[config.mk]
export PLATFORM = sky130hd
export DESIGN_NAME = wshb_mire
export DESIGN_NICKNAME = d
export VERILOG_FILES = /design/src/rtl/video_pkg.sv /design/src/rtl/pixel_counter.sv /design/src/rtl/wshb_mire.sv
export SDC_FILE = /design/constraint.sdc
export NUM_CORES = 1
export LEC_CHECK = 0
export BUFFER_PORTS_ARGS = -buffer_cell sky130_fd_sc_hd__buf_2
export CAP_MARGIN = 5
export CORE_MARGIN = 2
export CORE_UTILIZATION = 56
export DETAILED_ROUTE_END_ITERATION = 7
export PLACE_DENSITY_LB_ADDON = 0.12
export SYNTH_ARGS = -nofsm -noshare
export SYNTH_HDL_FRONTEND = slang
export SYNTH_HIERARCHICAL = 1
export SYNTH_SLANG_ARGS = --single-unit
[constraint.sdc]
create_clock -name sys_clk -period 6.96 [get_ports sys_clk]
set_input_delay 0.348 -clock sys_clk [delete_from_list [all_inputs] [get_ports sys_clk]]
set_output_delay 0.348 -clock sys_clk [all_outputs]
set_load 0.01 [all_outputs]
[src/rtl/video_pkg.sv]
// Shared definitions for the test-pattern generator: default geometry,
// controller state encoding and the two colours of the grid pattern.
package video_pkg;

  localparam int unsigned HDISP_DEF = 800;
  localparam int unsigned VDISP_DEF = 480;
  localparam int unsigned BURST_DEF = 64;

  localparam logic [31:0] COLOR_WHITE = 32'h00FF_FFFF;
  localparam logic [31:0] COLOR_BLACK = 32'h0000_0000;

  typedef enum logic [1:0] {
    IDLE,
    WRITE,
    PAUSE
  } mire_state_t;

  // White grid line every 16 pixels in both directions, black elsewhere.
  function automatic logic [31:0] mire_color(input logic [3:0] x_lo, input logic [3:0] y_lo);
    return ((x_lo == 4'd0) || (y_lo == 4'd0)) ? COLOR_WHITE : COLOR_BLACK;
  endfunction

endpackage

[src/rtl/pixel_counter.sv]
// Raster x/y counter: advances one pixel per strobe, wraps at the end of
// each line and frame, and flags the last pixel of the frame.
module pixel_counter
  import video_pkg::*;
#(
  parameter int unsigned HDISP = HDISP_DEF,
  parameter int unsigned VDISP = VDISP_DEF,
  parameter int unsigned XW    = (HDISP > 1) ? $clog2(HDISP) : 1,
  parameter int unsigned YW    = (VDISP > 1) ? $clog2(VDISP) : 1
) (
  input  logic          sys_clk,
  input  logic          sys_rst,
  input  logic          advance,
  output logic [XW-1:0] next_x,
  output logic [YW-1:0] next_y,
  output logic          last
);

  localparam logic [XW-1:0] X_MAX = XW'(HDISP - 1);
  localparam logic [YW-1:0] Y_MAX = YW'(VDISP - 1);

  logic [XW-1:0] x;
  logic [YW-1:0] y;

  assign last = (x == X_MAX) && (y == Y_MAX);

  // Coordinates the counter will hold after this cycle.
  always_comb begin
    next_x = x;
    next_y = y;
    if (advance) begin
      if (x == X_MAX) begin
        next_x = '0;
        next_y = (y == Y_MAX) ? '0 : y + 1'b1;
      end else begin
        next_x = x + 1'b1;
      end
    end
  end

  // Coordinate registers.
  always_ff @(posedge sys_clk) begin
    if (sys_rst) begin
      x <= '0;
      y <= '0;
    end else begin
      x <= next_x;
      y <= next_y;
    end
  end

endmodule

[src/rtl/wshb_mire.sv]
// Wishbone master that paints a white 16-pixel grid on black into a
// frame buffer, in bursts separated by a one-cycle bus release.
module wshb_mire
  import video_pkg::*;
#(
  parameter int unsigned HDISP = HDISP_DEF,
  parameter int unsigned VDISP = VDISP_DEF,
  parameter int unsigned BURST = BURST_DEF
) (
  input  logic        sys_clk,
  input  logic        sys_rst,
  input  logic        enable,
  output logic [31:0] adr,
  output logic [31:0] dat_ms,
  output logic        cyc,
  output logic        stb,
  output logic        we,
  output logic [3:0]  sel,
  output logic [2:0]  cti,
  output logic [1:0]  bte,
  input  logic        ack,
  input  logic        err,
  input  logic        rty,
  output logic        frame_done
);

  localparam int unsigned XW = (HDISP > 1) ? $clog2(HDISP) : 1;
  localparam int unsigned YW = (VDISP > 1) ? $clog2(VDISP) : 1;
  localparam int unsigned BW = (BURST > 1) ? $clog2(BURST) : 1;

  mire_state_t   state;
  logic [BW-1:0] burst;
  logic          halt;
  logic          xfer_done;
  logic          burst_full;
  logic          last;
  logic [XW-1:0] next_x;
  logic [YW-1:0] next_y;
  logic [31:0]   nx_w;
  logic [31:0]   ny_w;

  assign sel = 4'hF;
  assign cti = '0;
  assign bte = '0;

  // ack wins over err and both advance; rty alone only holds the pixel.
  assign xfer_done  = (state == WRITE) && (ack || err);
  assign burst_full = (burst == BW'(BURST - 1));
  assign nx_w       = 32'(next_x);
  assign ny_w       = 32'(next_y);

  pixel_counter #(
    .HDISP (HDISP),
    .VDISP (VDISP),
    .XW    (XW),
    .YW    (YW)
  ) u_pixel_counter (
    .sys_clk (sys_clk),
    .sys_rst (sys_rst),
    .advance (xfer_done),
    .next_x  (next_x),
    .next_y  (next_y),
    .last    (last)
  );

  // Bus controller: registered strobes, address, data and frame pulse.
  always_ff @(posedge sys_clk) begin
    if (sys_rst) begin
      state      <= IDLE;
      burst      <= '0;
      halt       <= 1'b0;
      cyc        <= 1'b0;
      stb        <= 1'b0;
      we         <= 1'b0;
      frame_done <= 1'b0;
      adr        <= '0;
      dat_ms     <= COLOR_WHITE;
    end else begin
      frame_done <= 1'b0;
      unique case (state)
        IDLE: begin
          if (enable) begin
            state <= WRITE;
            cyc   <= 1'b1;
            stb   <= 1'b1;
            we    <= 1'b1;
            halt  <= 1'b0;
          end
        end
        WRITE: begin
          if (xfer_done) begin
            adr        <= (ny_w * HDISP + nx_w) << 2;
            dat_ms     <= mire_color(nx_w[3:0], ny_w[3:0]);
            frame_done <= last;
            // The count is cleared when the burst fills, whichever state
            // follows, so a halt at a burst boundary resumes with a fresh burst.
            burst      <= burst_full ? '0 : burst + 1'b1;
            if (!enable || halt) begin
              state <= IDLE;
              cyc   <= 1'b0;
              stb   <= 1'b0;
              we    <= 1'b0;
              halt  <= 1'b0;
            end else if (burst_full) begin
              state <= PAUSE;
              cyc   <= 1'b0;
              stb   <= 1'b0;
              we    <= 1'b0;
            end
          end else begin
            // A retried or still-waiting pixel stays on the bus unchanged;
            // a halt request seen meanwhile is remembered until completion.
            if (rty) stb <= 1'b1;
            if (!enable) halt <= 1'b1;
          end
        end
        PAUSE: begin
          burst <= '0;
          if (enable) begin
            state <= WRITE;
            cyc   <= 1'b1;
            stb   <= 1'b1;
            we    <= 1'b1;
          end else begin
            state <= IDLE;
          end
        end
        default: state <= IDLE;
      endcase
    end
  end

endmodule

* After elaboration in Yosys (flattened, before gate mapping)
Index checks and enable logic that the tools add are counted.
Word-level totals: register bits 93, latch bits 0, RAM bits 0, bits in read-only memories 0, input port bits 6, output and inout bits 77, word-level logic and storage cells 78, memories kept 0
Cells by class: $add $sub $neg 4, multipliers 1, divide/modulo/power cells 0, magnitude comparators 0, equality and inequality tests 13, shift-type cells 0, muxes and demuxes 28, bitwise gates (word level) 2, reduce and logical (&&, ||, !) cells 20
Operators with widths (number):
- 9-bit two-way mux | 3
- 24-bit two-way mux | 1
- 19-bit by 10-bit adder with 20-bit output | 1
- 10-bit two-way mux | 2
- 9-bit by 5-bit multiplier with 14-bit output (second input constant) | 1
- 6-bit two-way mux | 2
- 6-bit one-hot mux with 2 select lines | 1
- 4-bit AND reduction | 3
- 1-bit two-way mux | 11
- 10-bit by 1-bit adder with 10-bit output (second input constant) | 1
- 10-bit == test (second input constant) | 1
- 9-bit by 1-bit adder with 9-bit output (second input constant) | 1
- 9-bit == test (second input constant) | 1
- 3-bit by 2-bit inequality test with 1-bit output (second input constant) | 3
- 4-bit logical NOT | 2
- 2-bit two-way mux | 4
- 6-bit by 1-bit adder with 6-bit output (second input constant) | 1
- 6-bit == test (second input constant) | 1
- 1-bit one-hot mux with 2 select lines | 3
- 2-bit one-hot mux with 3 select lines | 1
- 2-bit nonzero test | 3
- 2-bit by 1-bit inequality test with 1-bit output (second input constant) | 2
- 4-bit inequality test (second input constant) | 1
- 2-bit AND reduction | 2
- 12 further kinds | 16

* Logic depth before layout (Yosys ltp)
Gate-level depths: netlist (run 1).
word-level depth 7, depth in mapped cells 25, gate-level depth less buffers 22

* Hierarchy
Netlist (run 1), hierarchy kept.
Modules (own cells, without submodules):
- wshb_mire | instances 1, cells an instance 376, area each 3076.7 sq um, seq. area each 660.6 sq um
- pixel_counter | instances 1, cells an instance 124, area each 1058.5 sq um, seq. area each 380.4 sq um

* Worst setup path after synthesis (run 1)
OpenSTA, ideal clock, no wires.
kind flip-flop to flip-flop, start point register state[0], end point register adr[20], library setup time 0.128 ns, arrival time 5.488 ns, data required time 6.832 ns, path slack 1.344 ns, cell stages (with the launch flop) 25, buffers on the path 4, period minus slack after synthesis 5.616 ns, cells stage by stage dfxtp_1 inv_1 nor2_1 o21ai_1 inv_1 buf_2 buf_2 buf_6 nand3_2 or4_4 or3_2 nand2_1 inv_1 ha_1 ha_1 fa_1 ha_1 buf_6 a211oi_4 o21bai_2 a21oi_2 xnor2_1 nor3b_2 nor4b_1 nor4_2
On the way: longest elaborated chain between the ends 5, elaborated cells on any way between the ends 7, those cells by class add/sub: 1; mul: 1; eq/ne: 1; mux: 2; reduce/logical: 2
Ends and longest elaborated chain:
- from (decl) | line wshb_mire.sv:31 | mire_state_t state;
- from (signal assigned) | line wshb_mire.sv:69 | state <= IDLE;
- from (signal assigned) | line wshb_mire.sv:83 | state <= WRITE;
- from (signal assigned) | line wshb_mire.sv:99 | state <= IDLE;
- 2-bit by 1-bit == test with 1-bit output | line wshb_mire.sv:47 | assign xfer_done = (state == WRITE) && (ack || err);
- 1-bit logical AND | line wshb_mire.sv:47
- named net xfer_done | line wshb_mire.sv:34 | logic xfer_done;
- 9-bit two-way mux | line pixel_counter.sv:31 | if (advance) begin
- named net next_y[3] | line wshb_mire.sv:38 | logic [YW-1:0] next_y;
- 9-bit by 5-bit multiplier with 14-bit output | line wshb_mire.sv:92 | adr <= (ny_w * HDISP + nx_w) << 2;
- 19-bit by 10-bit adder with 20-bit output | line wshb_mire.sv:92
- to (signal assigned) | line wshb_mire.sv:92
- to (decl) | line wshb_mire.sv:13 | output logic [31:0] adr,
The timed path passes the listed nets, and every way through them passes these cells. A chain may end at the register's enable or synchronous reset.

* Final worst setup path (run 1)
start point register state[0], end point register adr[20]
On the way: longest elaborated chain between the ends 5, elaborated cells on any way between the ends 7, those cells by class add/sub: 1; mul: 1; eq/ne: 1; mux: 2; reduce/logical: 2
Ends and longest elaborated chain (line):
- 2-bit by 1-bit == test with 1-bit output | wshb_mire.sv:47
- 1-bit logical AND | wshb_mire.sv:47
- 9-bit two-way mux | pixel_counter.sv:31
- named net next_y[3] | wshb_mire.sv:38
- 9-bit by 5-bit multiplier with 14-bit output | wshb_mire.sv:92
- 19-bit by 10-bit adder with 20-bit output | wshb_mire.sv:92
The timed path passes the listed nets, and every way through them passes these cells.

==> results of run 1 <==
[worst paths after layout]
check	start	end	slack, ps
hold / removal	enable	state[1]	300
setup reg to reg	state[0]	adr[20]	1330
setup / recovery	state[0]	adr[20]	1330
hold reg to reg	adr[21]	adr[21]	460
[state kept, by name, summed over array words and instances (netlist names)]
| register | cells |
|---|---|
| adr | 20 |
| u_pixel_counter/x | 10 |
| u_pixel_counter/y | 9 |
| burst | 6 |
| state | 2 |
| dat_ms | 1 |
| frame_done | 1 |
| halt | 1 |
| stb | 1 |
| we | 1 |
[power by group through the flow]
stage / registers [W] / clock network, W / logic, W
6_report: 0.000311 / 0.000222 / 0.0000666
5_1_grt: 0.000312 / 0.000233 / 0.0000740
4_1_cts: 0.000311 / 0.000227 / 0.0000666
3_5_place_dp: 0.000318 / 0 / 0.0000665
3_3_place_gp: 0.000317 / 0 / 0.0000659
2_1_floorplan: 0.000320 / 0 / 0.0000679
[cell type report]
cell class / count / share of cell area
Multi-Input combinational cell: 376 / 0.608
Tap cell: 99 / 0.0291
Clock buffer: 6 / 0.0194
Clock inverter: 2 / 0.00910
Timing Repair Buffer: 56 / 0.0675
Sequential cell: 52 / 0.244
Inverter: 26 / 0.0229
[cells by family after synthesis]
group / Yosys count / share of synthesized area
muxes: 3 / 0.00756
adders and majority gates: 46 / 0.148
and+or+nand+nor: 183 / 0.251
DFF: 52 / 0.252
buffers and inverters: 99 / 0.148
AOI/OAI and AO/OA: 93 / 0.144
other: 2 / 0.00182
xor gates and xnor gates: 22 / 0.0484
[per-layer routing]
layer	wire length, µm	part of all wire	vias up	GRT usage
met5	0	0	-	0
met4	112	0.013	0	0.0564
met3	277	0.033	10	0.0268
met2	3950	0.47	71	0.360
met1	4020	0.48	1562	0.281
li1	-	-	1694	-
[worst max-delay path: cells and delay by family, from the launching register on]
kind / cells / cell delay, ps
XOR/XNOR: 1 / 200
flip-flops: 1 / 380
buffers and inverters: 3 / 280
adder cells (fa/ha/maj): 4 / 1500
AO/OA/AOI/OAI: 4 / 770
AND/OR/NAND/NOR: 8 / 2300
[stage by stage]
step	std cells	utilization	total power, W	hold slack (ps)	instance area, µm²
after floorplan	527	-	0.000388	459	4240
after global placement	609	0.574	0.000383	443	4140
after detailed placement	609	0.574	0.000384	443	4140
after CTS	617	0.591	0.000604	290	4260
after global routing	617	0.591	0.000620	311	4260
final	617	0.591	0.000599	300	4260
[cells in the mapped netlist (9+ instances only)]
cell,instances,share of area
buf_4,56,0.10
dfxtp_1,52,0.25
nand2_1,44,0.040
ha_1,41,0.12
nor2_1,39,0.035
a21oi_1,36,0.044
inv_1,26,0.024
o21ai_0,19,0.023
xnor2_1,16,0.034
nor3_1,14,0.017
nor2b_1,11,0.017
nand3_1,10,0.012
clkbuf_1,9,0.0082
==> qor.csv, run 1 <==
metric,value,unit
post-route ant nets,0,
global route overflow,0,
"Data arrival, critical path",5770,ps
clock-pin slew on the worst setup and hold paths,100,ps
clock power share,0.370,
number of setup buffers added after CTS,0,
Clock Skew,15.7,ps
VDD IR max,0.000132,V
most frequent cells in the layout,"53 x buf_2, 52 x dfxtp_1, 44 x nand2_1, 41 x ha_1, 39 x nor2_1",
Synth-to-Final Area Change,3.09,%
crit end category,flip-flop,
Synth cell types,70,
pwr/cell area,141,nW/µm²
cells after synthesis,500,
Port Buf Inserts,53,
routed len/inst,13.6,µm
drt drc,0,
pin count of the biggest net entering global routing,54,
Slew Limit Fails,0,
Die Area,8090,µm²
Initial Utilization,0.573,
vias,3337,
WP data required,7110,ps
Final WS setup,1330,ps
I/O pin count,83,
DR vias/cell,5.41,
Filler Cells Inserted,683,
status,"finished, final reports clean",
Hold Buf Count CTS,0,
Slew HR,0.342,
dpl hpwl,6250,µm
row cnt,31,
Final Net Count,569,
internal power,0.000444,W
"FF+latch count, synth",52,
GRT Util Overall,0.210,
FF-to-FF path depth,20,
nature of the critical path startpoint,flip-flop,
Flop pwr share,0.518,
TritonCTS buffer count,5,
Synth Warn #,6,
Initial DRC Count,133,
Register Area,1040,µm²
core footprint,7210,µm²
Final Hold Fails,0,
vias in the first global route,3088,
Pre-antenna DRT Iters,4,
Max Cap Viol,0,
Switch Pwr,0.000156,W
CTS root buffer,clkbuf_8,
asr flop ratio synth,0,
"most common cell after layout, fill and taps aside",buf_2,
Post-Syn Area per Cell,8.27,µm²
combinational power share,0.111,
Tmin final,5630,ps
cell chain of the critical path,inv_1 > nor2_1 > o21ai_1 > inv_1 > nand3_2 > or4_4 > or3_2 > nand2_1 > inv_1 > ha_1 > ha_1 > fa_1 > ha_1 > a211oi_4 > o21bai_2 > a21oi_2 > xnor2_1 > nor3b_2 > nor4b_1 > nor4_2,
slew at the pin closest to its max-slew limit,988,ps
pre-CTS setup slack,1370,ps
"EDFF count, synth",0,
unrepaired setup endpoints after global routing,no,
initial antenna violation count,0,
f_max,178,MHz
Leak,1.90,nW
first-pass GRT wire length,14400,µm
fin crit share,0.808,
register area share after synthesis,0.252,
Critical Path Slowest Stage Cell,or4_4,
clock sinks,52,
share of cells above drive strength 1,0.172,
post-route setup TNS,0,ps
drt total wl,8360,µm
Antenna diodes,0,
clk buf depth,2,
total number of H-tree levels,2,
critical path class,reg -> reg,
crit-path max FO,11,
Die H,89.9,µm
Post-Syn Area,4140,µm²
Synth Flop Type,dfxtp_1,
area occupied by multi-input gates,2590,µm²
Net Sw Frac,0.259,
CTS tree,built,
final setup violating endpoints,0,
Die Wd,89.9,µm
hold depth,3,
Hold WC Path Type,in -> reg,
routability-driven placement congestion ratio,0.883,
post-CTS resize count,0,
Worst path max stage delay,580,ps
clock latency at the later pin of the worst-skew pair,310,ps
Power figures use the tool's default switching activity.
==> inputs of run 2 (changes only) <==
--- a/config.mk
+++ b/config.mk
@@ -8,7 +8,7 @@
 export BUFFER_PORTS_ARGS = -buffer_cell sky130_fd_sc_hd__buf_2
 export CAP_MARGIN = 5
 export CORE_MARGIN = 2
-export CORE_UTILIZATION = 56
+export CORE_UTILIZATION = 51
 export DETAILED_ROUTE_END_ITERATION = 7
 export PLACE_DENSITY_LB_ADDON = 0.12
 export SYNTH_ARGS = -nofsm -noshare
==> constraint.sdc (replaced) <==
create_clock -name sys_clk -period 5.03 [get_ports sys_clk]
set_input_delay 0.2515 -clock sys_clk [delete_from_list [all_inputs] [get_ports sys_clk]]
set_output_delay 0.2515 -clock sys_clk [all_outputs]
set_load 0.01 [all_outputs]
==> run 2 against run 1 <==
Effect of this change: combinational power up 47%; die area increased by 9.4%; register-to-register slack worse by 1100 ps; global-route usage shrank 0.26 points; critical path depth did not move; worst hold slack got worse by 76 ps; sequential share of layout area fell by 1.1 points; clock power grew 9.9%; clock skew down 5.2 ps; worst setup slack worse by 1100 ps; utilization down 1.8 points; count of clock-buffer cells in the layout is 1 lower.
==> qor.csv, run 2 (synthesis results as in run 1) <==
metric,value,unit
status,"finished, final reports clean",
nature of the critical path startpoint,flip-flop,
crit end category,flip-flop,
Crit path max-delay family,simple AND/OR/NAND/NOR gates,
global route overflow,0,
hold endpoint,state[1],
fin crit share,0.949,
"most common cell after layout, fill and taps aside",buf_2,
Antenna diodes,0,
Hold WC Path Type,in -> reg,
clk buf depth,2,
Slew HR,0.303,
"Data arrival, critical path",4930,ps
Tmin final,4770,ps
vias,3432,
Pre-antenna DRT Iters,4,
clock sinks,52,
Final Hold Fails,0,
post-route setup TNS,0,ps
dpl hpwl,6490,µm
clock latency at the later pin of the worst-skew pair,310,ps
pin count of the biggest net entering global routing,54,
CTS root buffer,clkbuf_8,
routed len/inst,14.0,µm
drt drc,0,
Top reg by flops,adr,
routability-driven placement congestion ratio,0.831,
placed cell count,620,
initial antenna violation count,0,
pwr/cell area,173,nW/µm²
WP data required,5190,ps
Max Cap Viol,0,
Post-Layout Cell Count,631,
Port Buf Inserts,53,
Buf/Inv on CP,3,
Worst path max stage delay,520,ps
Initial DRC Count,131,
Initial Utilization,0.530,
Hold Startpoint,enable,
Slew Limit Fails,0,
f_max,210,MHz
FF-to-FF path depth,20,
crit-path max FO,6,
post-route ant nets,0,
most frequent cells in the layout,"53 x buf_2, 51 x dfxtp_1, 42 x nand2_1, 38 x nor2_1, 38 x ha_1",
final setup violating endpoints,0,
slew at the pin closest to its max-slew limit,1050,ps
unrepaired setup endpoints after global routing,no,
Die Area,8840,µm²
biggest regs,"adr x20, u_pixel_counter/x x10, u_pixel_counter/y x9",
cell chain of the critical path,inv_2 > nor2_4 > o21ai_4 > inv_2 > nand3_2 > or4_4 > or3_4 > nand2_4 > inv_1 > ha_1 > ha_1 > fa_1 > ha_4 > a211oi_4 > o21bai_2 > a21oi_2 > xnor2_2 > nor3b_2 > nor4b_2 > nor4_2,
total number of H-tree levels,2,
max FFs per register,20,
Critical Path Slowest Stage Cell,fa_1,
clock-pin slew on the worst setup and hold paths,90,ps
drt total wl,8860,µm
core footprint,7810,µm²
CTS tree,built,
hold depth,3,
Worst R2R Start,state[0],
VDD IR max,0.000136,V
GRT Util Overall,0.208,
Fin Hold WS,224,ps
TritonCTS buffer count,5,
Clock Skew,10.5,ps
Reg2Reg Setup Slack,260,ps
row cnt,32,
critical path class,reg -> reg,
DR vias/cell,5.44,
share of cells above drive strength 1,0.229,
vias in the first global route,3254,
Final Net Count,580,
Die Wd,94.0,µm
I/O pin count,83,
Die H,94.0,µm
RR Endpoint,adr[20],
Leak,2.00,nW
Filler Cells Inserted,730,
first-pass GRT wire length,14900,µm
Power Total,0.000773,W
Synth-to-Final Area Change,8.08,%
-- run 2: power breakdown --
| part | internal, W | switching, W |
|---|---|---|
| Clock | 0.0000975 | 0.000147 |
| Combinational | 0.0000337 | 0.0000644 |
| Sequential | 0.000422 | 0.00000886 |
| Total | 0.000553 | 0.000220 |
-- run 2: area by class of cell --
| type | instances | area, µm² | area share |
|---|---|---|---|
| clock inverter | 3 | 18.8 | 0.00420 |
| tap | 102 | 128 | 0.0286 |
| inverter | 26 | 97.6 | 0.0218 |
| sequential | 52 | 1040 | 0.233 |
| timing repair buffer | 67 | 383 | 0.0857 |
| clock buffer | 5 | 68.8 | 0.0154 |
| multi-input combinational | 376 | 2730 | 0.611 |
-- run 2: worst register-to-register path, cell delays in order, from the launching register on --
cell and delay, ps:
dfxtp_2 370, inv_2 70, nor2_4 130, o21ai_4 70, inv_2 80, nand3_2 120, or4_4 510, or3_4 410
nand2_4 100, inv_1 40, ha_1 270, ha_1 300, fa_1 520, ha_4 220, a211oi_4 330, o21bai_2 120
a21oi_2 190, xnor2_2 170, nor3b_2 250, nor4b_2 270, nor4_2 70
-- run 2: how the worst max path moves through the flow --
stage | endpoint | depth (start not counted) | from
after floorplan | adr[20] | 23 | state[0]
after global placement | adr[19] | 19 | state[0]
after detailed placement | adr[20] | 19 | state[0]
after CTS | adr[18] | 19 | state[0]
after global routing | adr[20] | 20 | state[0]
final | adr[20] | 20 | state[0]
-- run 2: metal layers --
metal	wire length, µm	part of all wire	track usage
met3	356	0.040	0.0345
met4	117	0.013	0.0628
met5	0	0	0
met1	4090	0.46	0.269
met2	4300	0.49	0.353
-- run 2: repair_timing --
action                                  CTS  global route
hold buffers                              0             0
buffers inserted                          0             3
resized for setup                         0            22
endpoints found under the setup margin    0             7
-- run 2: stage by stage --
step	util	cell area, µm²	setup WS (ps)
4_1_cts	0.555	4340	31.2
6_report	0.572	4470	258
3_3_place_gp	0.544	4250	109
3_5_place_dp	0.544	4250	78.1
5_1_grt	0.572	4470	1.27
2_1_floorplan	-	4290	3.95
